--- src/rtl/seq_grid_ctrl.sv ---
// Step-sequencer grid controller: cursor movement, cell toggle/clear, and
// column-by-column playback, with one cell-draw job at a time on req/ack.
module seq_grid_ctrl #(
  parameter int ROWS  = 12,
  parameter int STEPS = 16,
  parameter int WRAP  = 0
) (
  input  logic                     CLOCK_50,
  input  logic                     nReset,
  input  logic [3:0]               Direction,
  input  logic                     Command,
  input  logic                     clear,
  input  logic                     play_en,
  input  logic                     bpm_step,
  output logic [ROWS-1:0]          select_note,
  output logic [$clog2(STEPS)-1:0] step_idx,
  output logic                     step_strobe,
  output logic [$clog2(STEPS)-1:0] cursor_x,
  output logic [$clog2(ROWS)-1:0]  cursor_y,
  output logic                     draw_req,
  input  logic                     draw_ack,
  output logic [$clog2(STEPS)-1:0] draw_x,
  output logic [$clog2(ROWS)-1:0]  draw_y,
  output logic                     draw_on,
  output logic                     draw_cursor
);

  localparam int XW = $clog2(STEPS);
  localparam int YW = $clog2(ROWS);
  localparam logic [XW-1:0] X_MAX = XW'(STEPS - 1);
  localparam logic [YW-1:0] Y_MAX = YW'(ROWS - 1);

  typedef enum logic [1:0] {S_IDLE, S_DRAW_OLD, S_DRAW_NEW, S_SWEEP} state_t;

  // Sync chains: [0] first flop, [1] second flop, [2] edge-detect history.
  logic [3:0] dir_s1, dir_s2, dir_q;
  logic [2:0] cmd_sync, clr_sync, bpm_sync;
  logic [1:0] play_sync;

  // NOTE: sequential state uses non-blocking assignments so every flop samples
  // the pre-edge value of its neighbours, exactly like the synthesised chain.
  always_ff @(posedge CLOCK_50 or negedge nReset) begin
    if (!nReset) begin
      dir_s1    <= '0;
      dir_s2    <= '0;
      dir_q     <= '0;
      cmd_sync  <= '0;
      clr_sync  <= '0;
      bpm_sync  <= '0;
      play_sync <= '0;
    end else begin
      dir_s1    <= Direction;
      dir_s2    <= dir_s1;
      dir_q     <= dir_s2;
      cmd_sync  <= {cmd_sync[1:0], Command};
      clr_sync  <= {clr_sync[1:0], clear};
      bpm_sync  <= {bpm_sync[1:0], bpm_step};
      play_sync <= {play_sync[0], play_en};
    end
  end

  logic move_p, cmd_p, clr_p, bpm_p, play_lvl;
  assign move_p   = $onehot(dir_s2) && (dir_s2 != dir_q);
  assign cmd_p    = cmd_sync[1] & ~cmd_sync[2];
  assign clr_p    = clr_sync[1] & ~clr_sync[2];
  assign bpm_p    = bpm_sync[1] & ~bpm_sync[2];
  assign play_lvl = play_sync[1];

  logic [XW-1:0] next_x;
  logic [YW-1:0] next_y;

  // NOTE: defaults first so no path leaves next_x/next_y unassigned (no latch).
  always_comb begin
    next_x = cursor_x;
    next_y = cursor_y;
    case (dir_s2)
      4'b1000: next_x = (cursor_x == X_MAX) ? ((WRAP != 0) ? '0 : cursor_x) : cursor_x + 1'b1;
      4'b0100: next_x = (cursor_x == '0) ? ((WRAP != 0) ? X_MAX : cursor_x) : cursor_x - 1'b1;
      4'b0010: next_y = (cursor_y == Y_MAX) ? ((WRAP != 0) ? '0 : cursor_y) : cursor_y + 1'b1;
      4'b0001: next_y = (cursor_y == '0) ? ((WRAP != 0) ? Y_MAX : cursor_y) : cursor_y - 1'b1;
      default: ;
    endcase
  end

  state_t        state;
  logic [STEPS-1:0] grid [ROWS];
  logic [XW-1:0] old_x, sweep_x;
  logic [YW-1:0] old_y, sweep_y;

  always_ff @(posedge CLOCK_50 or negedge nReset) begin
    if (!nReset) begin
      state       <= S_IDLE;
      cursor_x    <= '0;
      cursor_y    <= '0;
      old_x       <= '0;
      old_y       <= '0;
      sweep_x     <= '0;
      sweep_y     <= '0;
      draw_req    <= 1'b0;
      draw_x      <= '0;
      draw_y      <= '0;
      draw_on     <= 1'b0;
      draw_cursor <= 1'b0;
      // NOTE: the grid is a small flop array, not a RAM, so it can and must
      // come out of reset cleared; a block RAM would need an explicit sweep.
      for (int r = 0; r < ROWS; r++) grid[r] <= '0;
    end else begin
      case (state)
        S_IDLE: begin
          if (clr_p) begin
            for (int r = 0; r < ROWS; r++) grid[r] <= '0;
            sweep_x <= '0;
            sweep_y <= '0;
            state   <= S_SWEEP;
          end else if (cmd_p) begin
            grid[cursor_y][cursor_x] <= ~grid[cursor_y][cursor_x];
            state <= S_DRAW_NEW;
          end else if (move_p) begin
            old_x    <= cursor_x;
            old_y    <= cursor_y;
            cursor_x <= next_x;
            cursor_y <= next_y;
            state    <= S_DRAW_OLD;
          end
        end
        S_DRAW_OLD: begin
          if (!draw_req) begin
            draw_req    <= 1'b1;
            draw_x      <= old_x;
            draw_y      <= old_y;
            draw_on     <= grid[old_y][old_x];
            draw_cursor <= 1'b0;
          end else if (draw_ack) begin
            draw_req <= 1'b0;
            state    <= S_DRAW_NEW;
          end
        end
        S_DRAW_NEW: begin
          if (!draw_req) begin
            draw_req    <= 1'b1;
            draw_x      <= cursor_x;
            draw_y      <= cursor_y;
            draw_on     <= grid[cursor_y][cursor_x];
            draw_cursor <= 1'b1;
          end else if (draw_ack) begin
            draw_req <= 1'b0;
            state    <= S_IDLE;
          end
        end
        S_SWEEP: begin
          if (!draw_req) begin
            draw_req    <= 1'b1;
            draw_x      <= sweep_x;
            draw_y      <= sweep_y;
            draw_on     <= grid[sweep_y][sweep_x];
            draw_cursor <= (sweep_x == cursor_x) && (sweep_y == cursor_y);
          end else if (draw_ack) begin
            draw_req <= 1'b0;
            if (sweep_x == X_MAX) begin
              sweep_x <= '0;
              if (sweep_y == Y_MAX) state <= S_IDLE;
              else sweep_y <= sweep_y + 1'b1;
            end else begin
              sweep_x <= sweep_x + 1'b1;
            end
          end
        end
        default: state <= S_IDLE;
      endcase
    end
  end

  // play_ptr is the next column to sound; step_idx reports the column whose
  // notes are currently on select_note.
  logic [XW-1:0] play_ptr;

  always_ff @(posedge CLOCK_50 or negedge nReset) begin
    if (!nReset) begin
      select_note <= '0;
      step_idx    <= '0;
      step_strobe <= 1'b0;
      play_ptr    <= '0;
    end else begin
      step_strobe <= 1'b0;
      if (!play_lvl) begin
        select_note <= '0;
        step_idx    <= '0;
        play_ptr    <= '0;
      end else if (bpm_p) begin
        for (int r = 0; r < ROWS; r++) select_note[r] <= grid[r][play_ptr];
        step_idx    <= play_ptr;
        play_ptr    <= (play_ptr == X_MAX) ? '0 : play_ptr + 1'b1;
        step_strobe <= 1'b1;
      end
    end
  end

endmodule

--- config.mk ---
export PLATFORM = sky130hd
export DESIGN_NAME = seq_grid_ctrl
export DESIGN_NICKNAME = d
export VERILOG_FILES = /design/src/rtl/seq_grid_ctrl.sv
export SDC_FILE = /design/constraint.sdc
export NUM_CORES = 1
export LEC_CHECK = 0
export CAP_MARGIN = 10
export CORE_AREA = 5 5 253 206
export DETAILED_ROUTE_END_ITERATION = 8
export DIE_AREA = 0 0 258 211
export DONT_BUFFER_PORTS = 1
export MAX_ROUTING_LAYER = met4
export PLACE_DENSITY = 0.56
export SYNTH_ARGS = -nofsm -noshare
export SYNTH_HDL_FRONTEND = slang
export SYNTH_SLANG_ARGS = --single-unit
--- constraint.sdc ---
create_clock -name CLOCK_50 -period 4 [get_ports CLOCK_50]
set_input_delay 0.6 -clock CLOCK_50 [delete_from_list [all_inputs] [get_ports CLOCK_50]]
set_output_delay 0.6 -clock CLOCK_50 [all_outputs]
set_load 0.02 [all_outputs]
* Word level (Yosys, flattened, before mapping)
Index checks and enable logic that the tools add are counted.
** Operators by class
- Bitwise gates (word level) :: 12
- Order comparisons :: 9
- Add/sub/neg operators :: 10
- Multiply operators :: 0
- Divide/modulo/power cells :: 0
- Muxes and demuxes :: 101
- Shift operators :: 0
- Reduce and logical (&&, ||, !) cells :: 21
- Eq/ne operators :: 35
** Operators with widths (count)
- 2-to-1 mux 192 bit :: 2
- binary-select mux 16 bit (select 4 bit) :: 3
- bitwise mux 192 bit :: 1
- 2-to-1 mux 16 bit :: 7
- 2-to-1 mux 4 bit :: 23
- demux 16 bit (select 4 bit) :: 1
- binary-select mux 1 bit (select 4 bit) :: 15
- inequality test 2 bit, second input constant :: 17
- one-hot mux 4 bit (2 select lines) :: 4
- 2-to-1 mux 1 bit :: 26
- == test 4 bit, second input constant :: 6
- 2-to-1 mux 12 bit :: 2
- one-hot mux 4 bit (3 select lines) :: 2
- 2-to-1 mux 2 bit :: 11
- adder 4 x 1 -> 4 bit, second input constant :: 5
- less-than comparator 4 x 5 -> 1 bit, second input constant :: 4
- greater-or-equal comparator 5 bit, second input constant :: 3
- inverter 4 -> 5 bit :: 3
- AND reduction 7 bit :: 2
- AND reduction 4 bit :: 3
- AND reduction 9 bit :: 1
- == test 4 bit :: 2
- zero test 4 bit :: 2
- one-hot mux 2 bit (4 select lines) :: 1
- other kinds (25) :: 42
** Storage, ports and cells
- Output and inout port bits :: 36
- Input bits :: 11
- Memories :: 0
- Register bits after elaboration :: 273
- Logic and storage cells :: 223
- Memory bits (writable) :: 0
- Memory bits (read-only) :: 0
- Latch bits :: 0

* Depth between registers and ports, before layout
Gate-level depths: netlist of run 1.
- Depth after elaboration :: 10
- Mapped depth :: 13

* Worst setup path after synthesis of run 1
OpenSTA, ideal clock, no wires.
- Kind :: reg2reg
- From :: register dir_s2[0]
- To :: register cursor_x[2]
- Stages on the path, launching flop included :: 12
- Setup slack :: 916 ps
- Buffers on the path :: 1
- Library setup time :: 125 ps
- Arrival :: 2960 ps
- Clock period less this slack :: 3084 ps
- Required time :: 3875 ps
- Path through :: dfrtp_1 > inv_1 > fa_1 > inv_1 > ha_1 > ha_1 > nor3_1 > nand3_1 > nor4_1 > and3_1 > clkbuf_1 > mux2_2
** On the way
- Longest elaborated chain between the ends :: 5
- Elaborated cells between the ends (all ways) :: 12
- Classes of those cells :: add/sub (2); eq/ne (6); mux (1); reduce/logical (3)
** Ends and longest elaborated chain
- from (decl) :: line 36 : logic [3:0] dir_s1, dir_s2, dir_q;
- from (signal assigned) :: line 53 : dir_s2 <= dir_s1;
- adder 1 x 1 -> 2 bit (implied by the code) :: line 63 : assign move_p = $onehot(dir_s2) && (dir_s2 != dir_q);
- adder 2 x 2 -> 3 bit (implied by the code) :: line 63
- == test 3 x 1 -> 1 bit :: line 63
- logical AND 1 bit :: line 63
- AND reduction 7 bit (no source line)
- to (signal assigned) :: line 121 : cursor_x <= next_x;
- to (decl) :: line 18 : output logic [$clog2(STEPS)-1:0] cursor_x,
Several ways; a longest one is shown, not always the timed one.
A chain may end at the register's enable or synchronous reset.

* Final worst setup path of run 1
- From :: register cursor_y[0]
- To :: register grid[180] (netlist bit)
** On the way
- Longest elaborated chain between the ends :: 10
- Elaborated cells between the ends (all ways) :: 15
- Classes of those cells :: order compare (2); mux (10); bitwise (2); reduce/logical (1)
** Ends and longest elaborated chain
- from (decl) :: line 19 : output logic [$clog2(ROWS)-1:0] cursor_y,
- from (signal assigned) :: line 122 : cursor_y <= next_y;
- inverter 4 -> 5 bit (*) :: line 116 : grid[cursor_y][cursor_x] <= ~grid[cursor_y][cursor_x];
- binary-select mux 16 bit (select 4 bit) :: line 116
- 2-to-1 mux 16 bit (implied by the code) (2 in a row) :: line 116
- binary-select mux 1 bit (select 4 bit) :: line 116
- 2-to-1 mux 1 bit (implied by the code) :: line 116
- inverter 1 bit :: line 116
- bitwise mux 192 bit (*) :: line 116
- 2-to-1 mux 192 bit (*) :: line 115 : end else if (cmd_p) begin
- 2-to-1 mux 192 bit (*) :: line 110 : if (clr_p) begin
- to (signal, indexed assignment) :: line 116
- to (decl) :: line 86 : logic [STEPS-1:0] grid [ROWS];
Mark *: on every way between the ends. The rest lies on a longest branch, timed or not. The select of a mux whose other input is x is not followed.

==> flow_metrics.py, run 1 <==
metrics = {
    "critical_path": {
        "critical_path.endpoint_type": "flip-flop",
        "r2r-start": "cursor_y[0]$_DFFE_PN0P_",
        "start_to_end_type_of_the_worst_setup_path": "flip-flop to flip-flop",
        "rr_worst_depth": 9,
        "crit_path_start_kind": "flip-flop",
        "critPathMaxFanout": 119,
        "cp_data_required_time_ns": 4.49,
        "worst-endpoint-arrival_ns": 4.21,
        "critical_path.reg2reg.endpoint": "grid[180]$_DFFE_PN0P_",
        "setup.reg_to_reg.worst_slack_ns": 0.28,
    },
    "timing": {
        "setup_violations": 0,
        "finalHoldViolations": 273,
        "final_min_period_over_clock_period_pct": 92.9,
        "fin_tns_setup_ns": 0,
        "number_of_pins_exceeding_their_max_slew_limit_in_the_final_report": 0,
        "relSlewSlack_pct": 9.31,
        "timing.hold.ws_ns": -0.302,
        "worst_slew_pin_slew_ns": 1.36,
        "period_needed_ns": 3.72,
        "finClkSkew_ns": 0.0258,
        "clock.fmax_mhz": 269,
        "grt_setup_unrepaired": "no",
    },
    "floorplanning": {
        "die-width_um": 258,
        "die-area_um2": 54400,
        "fp.coreArea_um2": 49200,
        "floorplan.rows": 73,
        "initial_core_util_pct": 39.6,
        "die_boundary_height_um": 211,
        "boundaryPins": 47,
    },
    "pwr": {
        "power-per-cell-area_nw_per_um2": 466,
        "p_leak_nw": 7.62,
        "power.ir.vdd_worst_mv": 0.541,
    },
    "finish": {
        "leading_registers_by_flop_count": "grid (192), select_note (12)",
        "multi_input_area_um2": 11600,
        "fillerInstances": 4652,
        "post_route_cells_drive_above_1_share_pct": 23.4,
        "layout.nets": 1795,
        "areaGrowthSynthToFinish_pct": 8.78,
        "final_standard_cell_count_with_taps_included_and_fillers_excluded": 2431,
        "regArea_um2": 6850,
        "regMostFlops": "grid",
        "final_core_utilization_pct": 43.1,
        "largest_register_ffs": 192,
    },
    "clocking": {
        "worst_setup_hold_path_clk_slew_ns": 0.07,
        "cts_made_buffers": 30,
        "cts.path.max_buffers": 3,
        "cts_tree": "yes",
        "htreeDepth": 1,
        "cts_setup_buffers": 0,
        "clock-root-buffer": "clkbuf_16",
        "cts_num_sinks": 273,
        "clock_insertion_delay_worst_skew_ns": 0.60,
        "postCtsResizedCells": 0,
    },
    "place": {
        "post-dp-hpwl_mm": 55.1,
        "gp_congestion": 1.00,
        "io_buffer_count": 0,
        "placedCellCount": 2374,
    },
    "synthesis": {
        "syn_area_per_cell_um2": 10.5,
        "yosys_register_bits": 273,
        "synth_common_cells": "dfrtp_1, o21ai_0, a21oi_1",
        "synthArstFlopShare_pct": 100,
        "synth_ff_type": "dfrtp_1",
        "total_standard_cell_area_after_synthesis_um2": 19500,
        "main_combinational_cell_family_by_area_after_synthesis": "compound AO/OA/AOI/OAI gates",
        "synth_nets": 1891,
        "synth_top_area_share_pct": 35.0,
        "simple_gate_portion_of_the_synthesized_area_pct": 5.44,
        "synth-compound-area-share_pct": 26.1,
        "synth_sequential_area_ratio_pct": 35.0,
        "post-synth-top-count-cell": "dfrtp_1",
        "synthesized_netlist_cell_count": 1865,
        "synth_area_leader_cell": "dfrtp_1",
        "synth_cell_types": 60,
        "post_synth_fa_ha_maj_area_fraction_pct": 1.08,
        "ys.warnings.count": 0,
        "mux_cell_area_share_after_synthesis_pct": 25.5,
        "area_contributors_post_synth": "dfrtp_1, mux4_2, o21ai_0",
        "synth-xor-area-share_pct": 0.943,
        "number_of_enable_flip_flop_cells_after_synthesis": 0,
    },
    "run_status": {
        "run_status": "complete, but fails checks",
        "violations": "hold timing",
    },
    "drt": {
        "ant_nets": 0,
        "drt_pass1_iterations": 8,
        "totalWireLength_mm": 81.0,
        "detail_route.drc_violations": 0,
        "via_count": 17300,
        "drt_first_iter_violations": 2658,
        "vias_per_cell": 7.10,
        "post_drt_wl_per_cell_um": 33.3,
    },
    "grt": {
        "globalRouteOverflowTotal": 0,
        "grt_pass1_vias": 16600,
        "track_usage_pct": 29.8,
        "first_pass_grt_wire_length_mm": 119,
        "maximum_number_of_pins_on_one_net_before_global_route_repair": 274,
        "grt_antenna_before_repair": 3,
    },
    "job": {
        "max_cap_viols": 0,
    },
    "hold_path": {
        "min_path_type": "primary input to asynchronous set/reset pin",
    },
}
-- cells by family after synthesis --
logic type | Yosys count
mux | 289
fa+ha+maj | 15
buf+inv | 250
flops | 273
xor+xnor | 21
simple gates | 235
compound gates | 782
-- worst max-delay path, stage by stage (launching register included) --
cell and delay [ns]:
dfrtp_2 0.70, buf_4 0.35, mux4_2 0.54, mux2i_1 0.24, o21ai_1 0.13, nand4_1 0.21
o22ai_1 0.13, or4_4 0.48, buf_12 0.26, o31ai_1 0.38
-- power by group --
group / switching [mW] / internal, mW / leakage [nW] / total (mW)
sequential: 0.528 / 2.90 / 3.72 / 3.42
combinational: 2.39 / 1.04 / 3.39 / 3.43
clock: 1.25 / 1.77 / 0.512 / 3.03
total: 4.17 / 5.71 / 7.62 / 9.88
-- metal layers --
metal / global-route usage (%) / up-vias / share of wire [%]
li1: - / 7080 / -
met1: 41.5 / 8825 / 41
met2: 40.5 / 1159 / 41
met3: 10.9 / 187 / 14
met4: 9.61 / 0 / 4.0
met5: - / - / 0
-- layout by cell type, fill, tap and decap left out, types with 20 or more instances in the layout --
master	n
mux4_2	165
o31ai_2	75
dfrtp_1	265
o21ai_0	254
nand2_1	86
o31ai_1	115
a21oi_1	232
nor2_1	63
buf_4	92
clkbuf_16	30
mux2i_1	112
nand3_1	20
-- per-stage QoR --
stage / power (mW) / cell area [um^2] / setup WS [ns]
global placement: 6.76 / 20200 / 0.557
floorplan: 5.89 / 19500 / 0.916
finish: 9.88 / 21200 / 0.283
detailed placement: 6.79 / 20200 / 0.487
global route: 10.2 / 21200 / 0.228
CTS: 9.82 / 21200 / 0.455
-- layout make-up --
| type | instances | share of cell area, % |
|---|---|---|
| Sequential cell | 273 | 32.3 |
| Timing Repair Buffer | 99 | 3.92 |
| Tap cell | 637 | 3.76 |
| Antenna cell | 3 | 0.0354 |
| Multi-Input combinational cell | 1342 | 54.6 |
| Inverter | 23 | 0.407 |
| Clock buffer | 45 | 4.14 |
| Clock inverter | 9 | 0.802 |
-- worst max-delay path by stage --
stage | startpoint | endpoint | cells after the start
after detailed placement | cursor_y[0]$_DFFE_PN0P_ | grid[84]$_DFFE_PN0P_ | 9
after floorplan | dir_s2[0]$_DFF_PN0_ | cursor_x[2]$_DFFE_PN0P_ | 11
after global placement | cursor_y[0]$_DFFE_PN0P_ | grid[85]$_DFFE_PN0P_ | 9
final | cursor_y[0]$_DFFE_PN0P_ | grid[180]$_DFFE_PN0P_ | 9
after CTS | cursor_y[0]$_DFFE_PN0P_ | grid[97]$_DFFE_PN0P_ | 9
after global routing | cursor_y[0]$_DFFE_PN0P_ | grid[150]$_DFFE_PN0P_ | 9
Note: power is estimated with default switching activity, not from simulation.
==> inputs of run 2 (changes only) <==
==> config.mk (replaced) <==
export PLATFORM = sky130hd
export DESIGN_NAME = seq_grid_ctrl
export DESIGN_NICKNAME = d
export VERILOG_FILES = /design/src/rtl/seq_grid_ctrl.sv
export SDC_FILE = /design/constraint.sdc
export NUM_CORES = 1
export LEC_CHECK = 0
export ABC_AREA = 1
export CAP_MARGIN = 10
export CELL_PAD_IN_SITES_DETAIL_PLACEMENT = 1
export CELL_PAD_IN_SITES_GLOBAL_PLACEMENT = 1
export CORE_AREA = 5 5 262 213
export DETAILED_ROUTE_END_ITERATION = 8
export DIE_AREA = 0 0 267 218
export DONT_BUFFER_PORTS = 1
export MAX_ROUTING_LAYER = met4
export PLACE_DENSITY = 0.74
export SETUP_SLACK_MARGIN = 0.3
export SYNTH_ARGS = -nofsm -noshare
export SYNTH_HDL_FRONTEND = slang
export SYNTH_SLANG_ARGS = --single-unit
==> run 2 against run 1 <==
Effect of this change: the run ends with hold timing, slew limit left; maximum frequency increased by 8.0%; critical path type unchanged; global-route usage rose by 5.5 points; clock power grew 1%; count of clock-buffer cells in the layout increased by 2; sequential cell count did not move; non-clock buffer count shrank 32; critical path depth grew 5; register-to-register slack better by 0.27 ns; final cell count grew 64%; setup slack better by 0.27 ns; synthesized cell count grew 84%.
==> flow_metrics.py, run 2 <==
metrics = {
    "synthesis": {
        "yosys_register_bits": 273,
        "synth_area_leader_cell": "dfrtp_1",
        "synth_cell_types": 33,
        "synth_common_cells": "nand2_1, o21ai_0, nand3_1",
        "synthArstFlopShare_pct": 100,
        "synth_ff_type": "dfrtp_1",
        "ys.warnings.count": 0,
        "post-synth-top-count-cell": "nand2_1",
        "syn_area_per_cell_um2": 6.07,
        "synth_nets": 3466,
        "number_of_enable_flip_flop_cells_after_synthesis": 0,
        "area_contributors_post_synth": "dfrtp_1, nand2_1, o21ai_0",
        "synth_top_area_share_pct": 32.7,
        "total_standard_cell_area_after_synthesis_um2": 20900,
        "synth_sequential_area_ratio_pct": 32.7,
        "synthesized_netlist_cell_count": 3440,
    },
    "grt": {
        "track_usage_pct": 35.3,
        "first_pass_grt_wire_length_mm": 156,
        "maximum_number_of_pins_on_one_net_before_global_route_repair": 274,
        "grt_pass1_vias": 24900,
        "globalRouteOverflowTotal": 0,
        "grt_antenna_before_repair": 0,
    },
    "finish": {
        "layout.nets": 3291,
        "areaGrowthSynthToFinish_pct": 7.34,
        "antenna_cells": 0,
        "post_route_cells_drive_above_1_share_pct": 4.44,
        "regMostFlops": "grid",
        "regArea_um2": 6850,
        "leading_registers_by_flop_count": "grid (192), select_note (12)",
        "fillerInstances": 7152,
        "layout_common_cells": "nand2_1, o21ai_0, nand3_1",
        "largest_register_ffs": 192,
        "most_common_cell_after_layout_fill_and_taps_aside": "nand2_1",
        "multi_input_area_um2": 11900,
    },
    "critical_path": {
        "critPathMaxFanout": 38,
        "worst-endpoint-arrival_ns": 3.94,
        "critical_path.endpoint_type": "flip-flop",
        "cp_data_required_time_ns": 4.50,
        "rr_worst_depth": 14,
        "critical_path.reg2reg.endpoint": "grid[51]$_DFFE_PN0P_",
        "r2r-start": "cursor_y[1]$_DFFE_PN0P_",
        "crit_path_start_kind": "flip-flop",
        "slowest_stage": "dfrtp_2",
        "critical-path-top-cell-by-count": "nand2_1",
        "worstPathCellList": "inv_2 -> buf_4 -> nand2_1 -> nand2_1 -> nand2_1 -> nand3_1 -> nand2_1 -> nand2_1 -> nor2_1 -> nor2_1 -> nor2_1 -> nand2_4 -> buf_12 -> o21ai_0",
        "slowest_delay_ns": 0.71,
        "start_to_end_type_of_the_worst_setup_path": "flip-flop to flip-flop",
        "setup.reg_to_reg.worst_slack_ns": 0.56,
    },
    "floorplanning": {
        "die_boundary_height_um": 218,
        "initial_core_util_pct": 39.4,
        "die-area_um2": 58200,
        "die-width_um": 267,
        "fp.coreArea_um2": 53100,
        "boundaryPins": 47,
        "floorplan.rows": 76,
    },
    "pwr": {
        "power-per-cell-area_nw_per_um2": 468,
        "power.total_mw": 10.5,
        "p_leak_nw": 8.93,
        "power.ir.vdd_worst_mv": 0.315,
    },
    "clocking": {
        "clock_insertion_delay_worst_skew_ns": 0.62,
        "cts.path.max_buffers": 3,
        "clock-root-buffer": "clkbuf_16",
        "cts_tree": "yes",
        "cts_made_buffers": 31,
        "cts_setup_buffers": 0,
        "worst_setup_hold_path_clk_slew_ns": 0.07,
        "htreeDepth": 1,
        "postCtsResizedCells": 0,
        "cts_num_sinks": 273,
    },
    "timing": {
        "number_of_pins_exceeding_their_max_slew_limit_in_the_final_report": 43,
        "timing.hold.ws_ns": -0.304,
        "clock.fmax_mhz": 290,
        "period_needed_ns": 3.44,
        "finalHoldViolations": 176,
        "finClkSkew_ns": 0.0303,
        "final_min_period_over_clock_period_pct": 86.1,
        "fin_tns_setup_ns": 0,
        "worst_slew_pin_slew_ns": 1.54,
        "setup_violations": 0,
        "grt_setup_unrepaired": "no",
        "relSlewSlack_pct": -2.60,
    },
    "place": {
        "io_buffer_count": 0,
        "post-dp-hpwl_mm": 66.9,
        "gp_congestion": 0.994,
    },
    "drt": {
        "ant_nets": 0,
        "detail_route.drc_violations": 0,
        "post_drt_wl_per_cell_um": 25.6,
        "via_count": 24600,
        "drt_pass1_iterations": 5,
        "drt_first_iter_violations": 2815,
        "vias_per_cell": 6.17,
        "totalWireLength_mm": 102,
    },
    "hold_path": {
        "min_path_type": "primary input to asynchronous set/reset pin",
    },
    "run_status": {
        "run_status": "complete, but fails checks",
        "violations": "hold timing, slew limit",
    },
    "job": {
        "max_cap_viols": 0,
    },
}
## run 2: where the power goes
part           leakage (nW)  internal [mW]  switching (mW)
Combinational          4.68           1.03            3.18
Sequential             3.73           2.88           0.326
Clock                 0.526           1.76            1.31
## run 2: cell families after synthesis
group / after synthesis / share of synthesized area (%)
AND/OR/NAND/NOR: 1644 / 31.9
AO/OA/AOI/OAI: 940 / 23.4
buffers and inverters: 552 / 10.3
flip-flops: 273 / 32.7
XOR/XNOR: 16 / 0.671
adder cells (fa/ha/maj): 15 / 1.01
## run 2: cell type report
| class | count | share of cell area [%] |
|---|---|---|
| Sequential cell | 273 | 30.6 |
| Timing Repair Buffer | 67 | 2.97 |
| Multi-Input combinational cell | 2615 | 53.2 |
| Clock buffer | 47 | 4.26 |
| Clock inverter | 9 | 0.452 |
| Inverter | 277 | 4.64 |
| Tap cell | 702 | 3.92 |
## run 2: worst max-delay path by stage
stage	from	endpoint	slack [ns]	cells past startpoint
after floorplan	dir_s2[0]$_DFF_PN0_	cursor_x[3]$_DFFE_PN0P_	1.21	13
after global placement	cursor_y[1]$_DFFE_PN0P_	grid[42]$_DFFE_PN0P_	0.73	14
after detailed placement	cursor_y[1]$_DFFE_PN0P_	grid[51]$_DFFE_PN0P_	0.69	14
after CTS	cursor_y[1]$_DFFE_PN0P_	grid[51]$_DFFE_PN0P_	0.65	14
after global routing	dir_s2[0]$_DFF_PN0_	cursor_x[3]$_DFFE_PN0P_	0.41	14
final	cursor_y[1]$_DFFE_PN0P_	grid[51]$_DFFE_PN0P_	0.56	14
## run 2: stage by stage
stage | hold WS (ns) | utilization (%) | setup WS (ns) | cells | area (um^2)
final | -0.304 | 42.3 | 0.558 | 3990 | 22400
after global routing | -0.326 | 42.3 | 0.409 | 3990 | 22400
after CTS | -0.333 | 42.3 | 0.649 | 3990 | 22400
after detailed placement | 0.327 | 40.3 | 0.694 | 3934 | 21400
after global placement | 0.324 | 40.3 | 0.733 | 3934 | 21400
after floorplan | 0.304 | - | 1.21 | 3440 | 20900
## run 2: metal layers
metal	vias to the layer above	GRT usage [%]	part of all wire, %
li1	10900	-	-
met1	12200	47.2	42
met2	1183	53.1	44
met3	333	5.96	8.9
met4	0	15.1	5.6
met5	-	-	0
## run 2: critical path, delay by kind of cell, from the launching register on
family / cells / cell delay [ns]
and+or+nand+nor: 10 / 1.31
DFF: 1 / 0.71
AOI/OAI and AO/OA: 1 / 0.23
buffers and inverters: 3 / 1.02
